File: src/rtl/wptr_handler_lvl_if.sv
// Write-side pointer handler bus: request/threshold/clear inputs in,
// pointers, memory strobe and status flags out.
interface wptr_handler_lvl_if #(
    parameter int ADDR_WIDTH = 3
);
    localparam int PTR_WIDTH = ADDR_WIDTH + 1;

    logic                  w_en;
    logic [PTR_WIDTH-1:0]  g_rptr_sync;
    logic [PTR_WIDTH-1:0]  af_thresh;
    logic                  ovf_clr;
    logic [PTR_WIDTH-1:0]  b_wptr;
    logic [PTR_WIDTH-1:0]  g_wptr;
    logic [ADDR_WIDTH-1:0] w_addr;
    logic                  w_accept;
    logic                  full;
    logic                  almost_full;
    logic [PTR_WIDTH-1:0]  wr_level;
    logic                  overflow;

    modport master (
        output w_en, g_rptr_sync, af_thresh, ovf_clr,
        input  b_wptr, g_wptr, w_addr, w_accept,
        input  full, almost_full, wr_level, overflow
    );

    modport slave (
        input  w_en, g_rptr_sync, af_thresh, ovf_clr,
        output b_wptr, g_wptr, w_addr, w_accept,
        output full, almost_full, wr_level, overflow
    );
endinterface

File: src/rtl/wptr_handler_lvl.sv
// Async FIFO write-domain pointer handler: binary/Gray write pointers,
// full, fill level, almost-full and sticky overflow.
// Ports: w_clk, w_rst_n (async active-low), bus (wptr_handler_lvl_if.slave).
module wptr_handler_lvl #(
    parameter int ADDR_WIDTH = 3
) (
    input logic                 w_clk,
    input logic                 w_rst_n,
    wptr_handler_lvl_if.slave   bus
);
    localparam int PTR_WIDTH = ADDR_WIDTH + 1;

    logic [PTR_WIDTH-1:0] r_b_wptr;
    logic [PTR_WIDTH-1:0] r_g_wptr;
    logic                 r_full;
    logic                 r_almost_full;
    logic [PTR_WIDTH-1:0] r_wr_level;
    logic                 r_overflow;

    logic                 w_accept;
    logic [PTR_WIDTH-1:0] w_b_next;
    logic [PTR_WIDTH-1:0] w_g_next;
    logic [PTR_WIDTH-1:0] w_b_rptr;
    logic [PTR_WIDTH-1:0] w_lvl_next;
    logic [PTR_WIDTH-1:0] w_g_full;

    assign w_accept = bus.w_en & ~r_full;
    assign w_b_next = r_b_wptr + PTR_WIDTH'(w_accept);
    assign w_g_next = w_b_next ^ (w_b_next >> 1);

    // Gray-to-binary: bit i is the XOR of all Gray bits at or above i.
    always_comb begin
        w_b_rptr = '0;
        for (int i = 0; i < PTR_WIDTH; i++) begin
            w_b_rptr[i] = ^(bus.g_rptr_sync >> i);
        end
    end

    assign w_lvl_next = w_b_next - w_b_rptr;

    // Full when the write pointer is one lap ahead: in Gray code that is
    // the read pointer with its top two bits inverted.
    assign w_g_full = {~bus.g_rptr_sync[PTR_WIDTH-1:PTR_WIDTH-2],
                       bus.g_rptr_sync[PTR_WIDTH-3:0]};

    always_ff @(posedge w_clk or negedge w_rst_n) begin
        if (!w_rst_n) begin
            r_b_wptr      <= '0;
            r_g_wptr      <= '0;
            r_full        <= 1'b0;
            r_almost_full <= 1'b0;
            r_wr_level    <= '0;
            r_overflow    <= 1'b0;
        end else begin
            r_b_wptr      <= w_b_next;
            r_g_wptr      <= w_g_next;
            r_full        <= (w_g_next == w_g_full);
            r_wr_level    <= w_lvl_next;
            r_almost_full <= (w_lvl_next >= bus.af_thresh);
            // A blocked write sets the flag even if clear is asserted.
            r_overflow    <= (bus.w_en & r_full)
                           | (r_overflow & ~bus.ovf_clr);
        end
    end

    assign bus.b_wptr      = r_b_wptr;
    assign bus.g_wptr      = r_g_wptr;
    assign bus.w_addr      = r_b_wptr[ADDR_WIDTH-1:0];
    assign bus.w_accept    = w_accept;
    assign bus.full        = r_full;
    assign bus.almost_full = r_almost_full;
    assign bus.wr_level    = r_wr_level;
    assign bus.overflow    = r_overflow;
endmodule

File: src/flat_wrapper.sv
// flat-port wrapper written by rule: the top's interface ports become plain ports
module wptr_handler_lvl_flat 
#(
    parameter int ADDR_WIDTH = 3
)
  (w_clk, w_rst_n, bus_w_en, bus_g_rptr_sync, bus_af_thresh, bus_ovf_clr, bus_b_wptr, bus_g_wptr, bus_w_addr, bus_w_accept, bus_full, bus_almost_full, bus_wr_level, bus_overflow);
  wptr_handler_lvl_if #(.ADDR_WIDTH(ADDR_WIDTH)) bus_i ();
  input logic w_clk;
  input logic w_rst_n;
  input wire logic [$bits(bus_i.w_en)-1:0] bus_w_en;
  input wire logic [$bits(bus_i.g_rptr_sync)-1:0] bus_g_rptr_sync;
  input wire logic [$bits(bus_i.af_thresh)-1:0] bus_af_thresh;
  input wire logic [$bits(bus_i.ovf_clr)-1:0] bus_ovf_clr;
  output wire logic [$bits(bus_i.b_wptr)-1:0] bus_b_wptr;
  output wire logic [$bits(bus_i.g_wptr)-1:0] bus_g_wptr;
  output wire logic [$bits(bus_i.w_addr)-1:0] bus_w_addr;
  output wire logic [$bits(bus_i.w_accept)-1:0] bus_w_accept;
  output wire logic [$bits(bus_i.full)-1:0] bus_full;
  output wire logic [$bits(bus_i.almost_full)-1:0] bus_almost_full;
  output wire logic [$bits(bus_i.wr_level)-1:0] bus_wr_level;
  output wire logic [$bits(bus_i.overflow)-1:0] bus_overflow;
  assign bus_i.w_en = bus_w_en;
  assign bus_i.g_rptr_sync = bus_g_rptr_sync;
  assign bus_i.af_thresh = bus_af_thresh;
  assign bus_i.ovf_clr = bus_ovf_clr;
  assign bus_b_wptr = bus_i.b_wptr;
  assign bus_g_wptr = bus_i.g_wptr;
  assign bus_w_addr = bus_i.w_addr;
  assign bus_w_accept = bus_i.w_accept;
  assign bus_full = bus_i.full;
  assign bus_almost_full = bus_i.almost_full;
  assign bus_wr_level = bus_i.wr_level;
  assign bus_overflow = bus_i.overflow;
  wptr_handler_lvl #(.ADDR_WIDTH(ADDR_WIDTH)) u_core (.w_clk(w_clk), .w_rst_n(w_rst_n), .bus(bus_i));
endmodule
File: config.mk
export PLATFORM = sky130hd
export DESIGN_NAME = wptr_handler_lvl_flat
export DESIGN_NICKNAME = d
export VERILOG_FILES = /design/src/rtl/wptr_handler_lvl_if.sv /design/src/rtl/wptr_handler_lvl.sv /design/src/flat_wrapper.sv
export SDC_FILE = /design/constraint.sdc
export NUM_CORES = 1
export LEC_CHECK = 0
export CORE_MARGIN = 2
export CORE_UTILIZATION = 40
export DETAILED_ROUTE_END_ITERATION = 10
export PLACE_DENSITY = 0.74
export SLEW_MARGIN = 5
export SYNTH_ARGS = -nofsm -noshare
export SYNTH_HDL_FRONTEND = slang
export SYNTH_SLANG_ARGS = --single-unit
File: constraint.sdc
create_clock -name w_clk -period 7.6 [get_ports w_clk]
set_input_delay 1.14 -clock w_clk [delete_from_list [all_inputs] [get_ports w_clk]]
set_output_delay 1.14 -clock w_clk [all_outputs]
set_load 0.005 [all_outputs]
==> impl_metrics.py <==
metrics = {
    "grt": {
        "grtUsageMet3_pct": 2.78,
        "grt_busiest_layer": "met2",
        "global_route.usage.met2_pct": 25.8,
        "use_met1_pct": 17.0,
        "grt_use_total_pct": 15.1,
        "first_pass_grt_wire_length_mm": 2.62,
        "grt_pass1_vias": 577,
        "gr-total-overflow": 0,
        "initial_antenna_violation_count": 0,
        "grt_max_degree": 15,
    },
    "critical_path": {
        "crit_path_max_incr_delay_ns": 0.54,
        "worst_ep_arrival_time_ns": 3.77,
        "cp_cell_sequence": "clkdlybuf4s50_1 > nor2b_1 > ha_1 > ha_1 > inv_1 > fa_1 > inv_1 > ha_1 > a21o_1 > a21o_1 > a21o_1",
        "cpMaxStageDelayCell": "fa_1",
        "crit_path_max_fo": 6,
        "worst-endpoint-required_ns": 7.77,
        "critPathLaunchType": "primary input",
        "cp_capture_type": "flip-flop",
        "regToRegSetupSlack_ns": 5.00,
        "path_class": "in2reg",
    },
    "sta": {
        "hold_viol": 0,
        "setup_ws_ns": 4.00,
        "timing.final.setup_violations": 0,
        "finalSetupTns_ns": 0,
        "hold-worst-slack_ns": 0.535,
        "max_slew_margin_pct": 59.2,
        "fin_worst_skew_ns": 0.00660,
        "finalMaxSlewViolations": 0,
        "maxClockFrequency_mhz": 278,
        "worst_slew_pin_slew_ns": 0.610,
        "final.min_clock_period_ns": 3.60,
        "rsz0062_at_grt": "false",
        "finalCritPeriodShare_pct": 47.4,
    },
    "placed_design": {
        "rd_place_congestion": 0.689,
        "post-dp-hpwl_mm": 1.16,
        "io_buffers": 30,
        "setup_slack_at_placement_ns": 3.68,
    },
    "route": {
        "route.final.wire_length_mm": 1.38,
        "drt-vias-per-instance": 4.36,
        "drt_drc_violations_left": 0,
        "avgRoutedWirePerCell_um": 11.0,
        "detail-route-antenna-nets": 0,
        "detailedRoute.firstIterationViolations": 2,
        "vias": 545,
        "dr.pass1.iters": 2,
    },
    "finish": {
        "area.sequential_um2": 350,
        "leading_cell_type_in_the_layout_fill_and_taps_excluded": "clkdlybuf4s50_1",
        "num-nets-final": 121,
        "flow.area_growth_from_synthesis_pct": 42.6,
        "final.fill_count": 170,
        "drive_above_1_share_pct": 7.14,
        "n_antenna_cell": 0,
        "layout.core_utilization_pct": 59.2,
        "area_occupied_by_multi_input_gates_um2": 380,
        "layout_common_cells": "clkdlybuf4s50_1, dfrtp_1, xnor2_1, inv_1, ha_1",
    },
    "floorplanning": {
        "ioPinCount": 31,
        "fp-row-count": 16,
        "die-area_um2": 2370,
        "chipHeight_um": 48.7,
        "core_area_um2": 1920,
        "initial_utilization_pct": 41.5,
        "die_x_um": 48.7,
    },
    "power": {
        "ir_worst_vdd_v": 0.000234,
        "power.static_leakage_uw": 0.000526,
        "total_power_uw": 558,
        "cellPowerDensity_nw_per_um2": 490,
    },
    "clock_tree": {
        "buffer_type_at_the_clock_tree_root": "clkbuf_4",
        "cts_resized": 0,
        "cts_buffer_depth": 2,
        "inserted_clock_buffers": 3,
        "htreeDepth": 1,
        "insertion_delay_ns": 0.27,
        "cts_hold_buf": 0,
        "cts.sinks": 14,
        "clk_transition_reported_paths_ns": 0.09,
        "tritoncts": "yes",
        "postCtsSetupBuffers": 0,
    },
    "logic_synthesis": {
        "synth.lib_cells_used.distinct": 19,
        "yosys_warnings": 0,
        "netlist_instances": 68,
        "synth.cell_area_um2": 798,
        "syn-mean-instance-area_um2": 11.7,
        "postSynthRegisterBits": 14,
        "synth.net_count": 90,
        "ys_seq_area_share_pct": 43.9,
    },
    "run": {
        "timing.max_cap.violations": 0,
    },
    "outcome": {
        "outcome": "complete, no violations",
    },
    "worst_hold_path": {
        "worst_hold_path_type": "reg2reg",
    },
}
## worst paths after layout
path                                            from                                to  depth (start not counted)
min in group asynchronous                    w_rst_n    u_core.bus.b_wptr[1]$_DFF_PN0_                          1
setup reg to reg           u_core.bus.full$_DFF_PN0_  u_core.bus.almost_full$_DFF_PN0_                         10
max in group asynchronous                    w_rst_n     u_core.bus.overflow$_DFF_PN0_                          1
hold reg to reg            u_core.bus.full$_DFF_PN0_     u_core.bus.overflow$_DFF_PN0_                          2
hold / removal             u_core.bus.full$_DFF_PN0_     u_core.bus.overflow$_DFF_PN0_                          2
setup / recovery                            bus_w_en  u_core.bus.almost_full$_DFF_PN0_                         11
## state kept, by name, summed over array words and instances, names as in the netlist
| register | count |
|---|---|
| u_core.bus.wr_level | 4 |
| u_core.bus.overflow | 1 |
| u_core.bus.g_wptr | 3 |
| u_core.bus.b_wptr | 4 |
| u_core.bus.almost_full | 1 |
| u_core.bus.full | 1 |
## routing by layer
layer | vias to the layer above | wire [um]
met2 | 16 | 736
li1 | 274 | -
met3 | 2 | 46
met4 | 0 | 21
met1 | 253 | 576
met5 | - | 0
## kinds of logic (layout without fill, tap and decap cells)
family	after synthesis	in the layout	share of synthesized area [%]
compound gates	8	8	7.52
xor+xnor	16	16	19.4
fa+ha+maj	10	10	16.6
buf+inv	14	44	8.46
flops	14	14	43.9
simple gates	6	6	4.08
## per-stage QoR
stage	area, um2	cells
2_1_floorplan	798	68
3_3_place_gp	1100	121
3_5_place_dp	1100	121
4_1_cts	1140	125
5_1_grt	1140	125
6_report	1140	125
## report_power, final
| part | internal [uW] | switching [uW] | leakage [uW] |
|---|---|---|---|
| sequential | 117 | 22.2 | 0.000168 |
| combinational | 211 | 156 | 0.000337 |
| clock | 29.1 | 23.0 | 0.0000210 |
| total | 357 | 201 | 0.000526 |
## worst max-delay path: cells and delay by family
| family | cells | cell delay, ns |
|---|---|---|
| AOI/OAI and AO/OA | 3 | 0.49 |
| and+or+nand+nor | 1 | 0.15 |
| buffers and inverters | 3 | 0.57 |
| adders and majority gates | 4 | 1.40 |
## synthesized netlist by cell type
library cell	instances	area, um2
dfrtp_1	14	350
inv_1	10	37.5
xnor2_1	10	87.6
ha_1	9	113
a21o_1	4	30.0
buf_4	4	30.0
xor2_1	4	35.0
nand3_1	2	10.0
a211oi_2	1	12.5
a21boi_1	1	7.51
a21oi_1	1	5.00
fa_1	1	20.0
nand2_1	1	3.75
nand2b_1	1	6.26
nor2b_1	1	6.26
o21ai_0	1	5.00
or3_1	1	6.26
xnor2_2	1	16.3
xor2_2	1	16.3
## area by class of cell
cell class                 count  area share [%]
tap                           27            2.97
timing repair buffer          30            26.4
inverter                      10            3.30
sequential                    14            30.8
multi-input combinational     40            33.4
clock buffer                   4            3.19
Note: power is estimated with default switching activity, not from simulation.
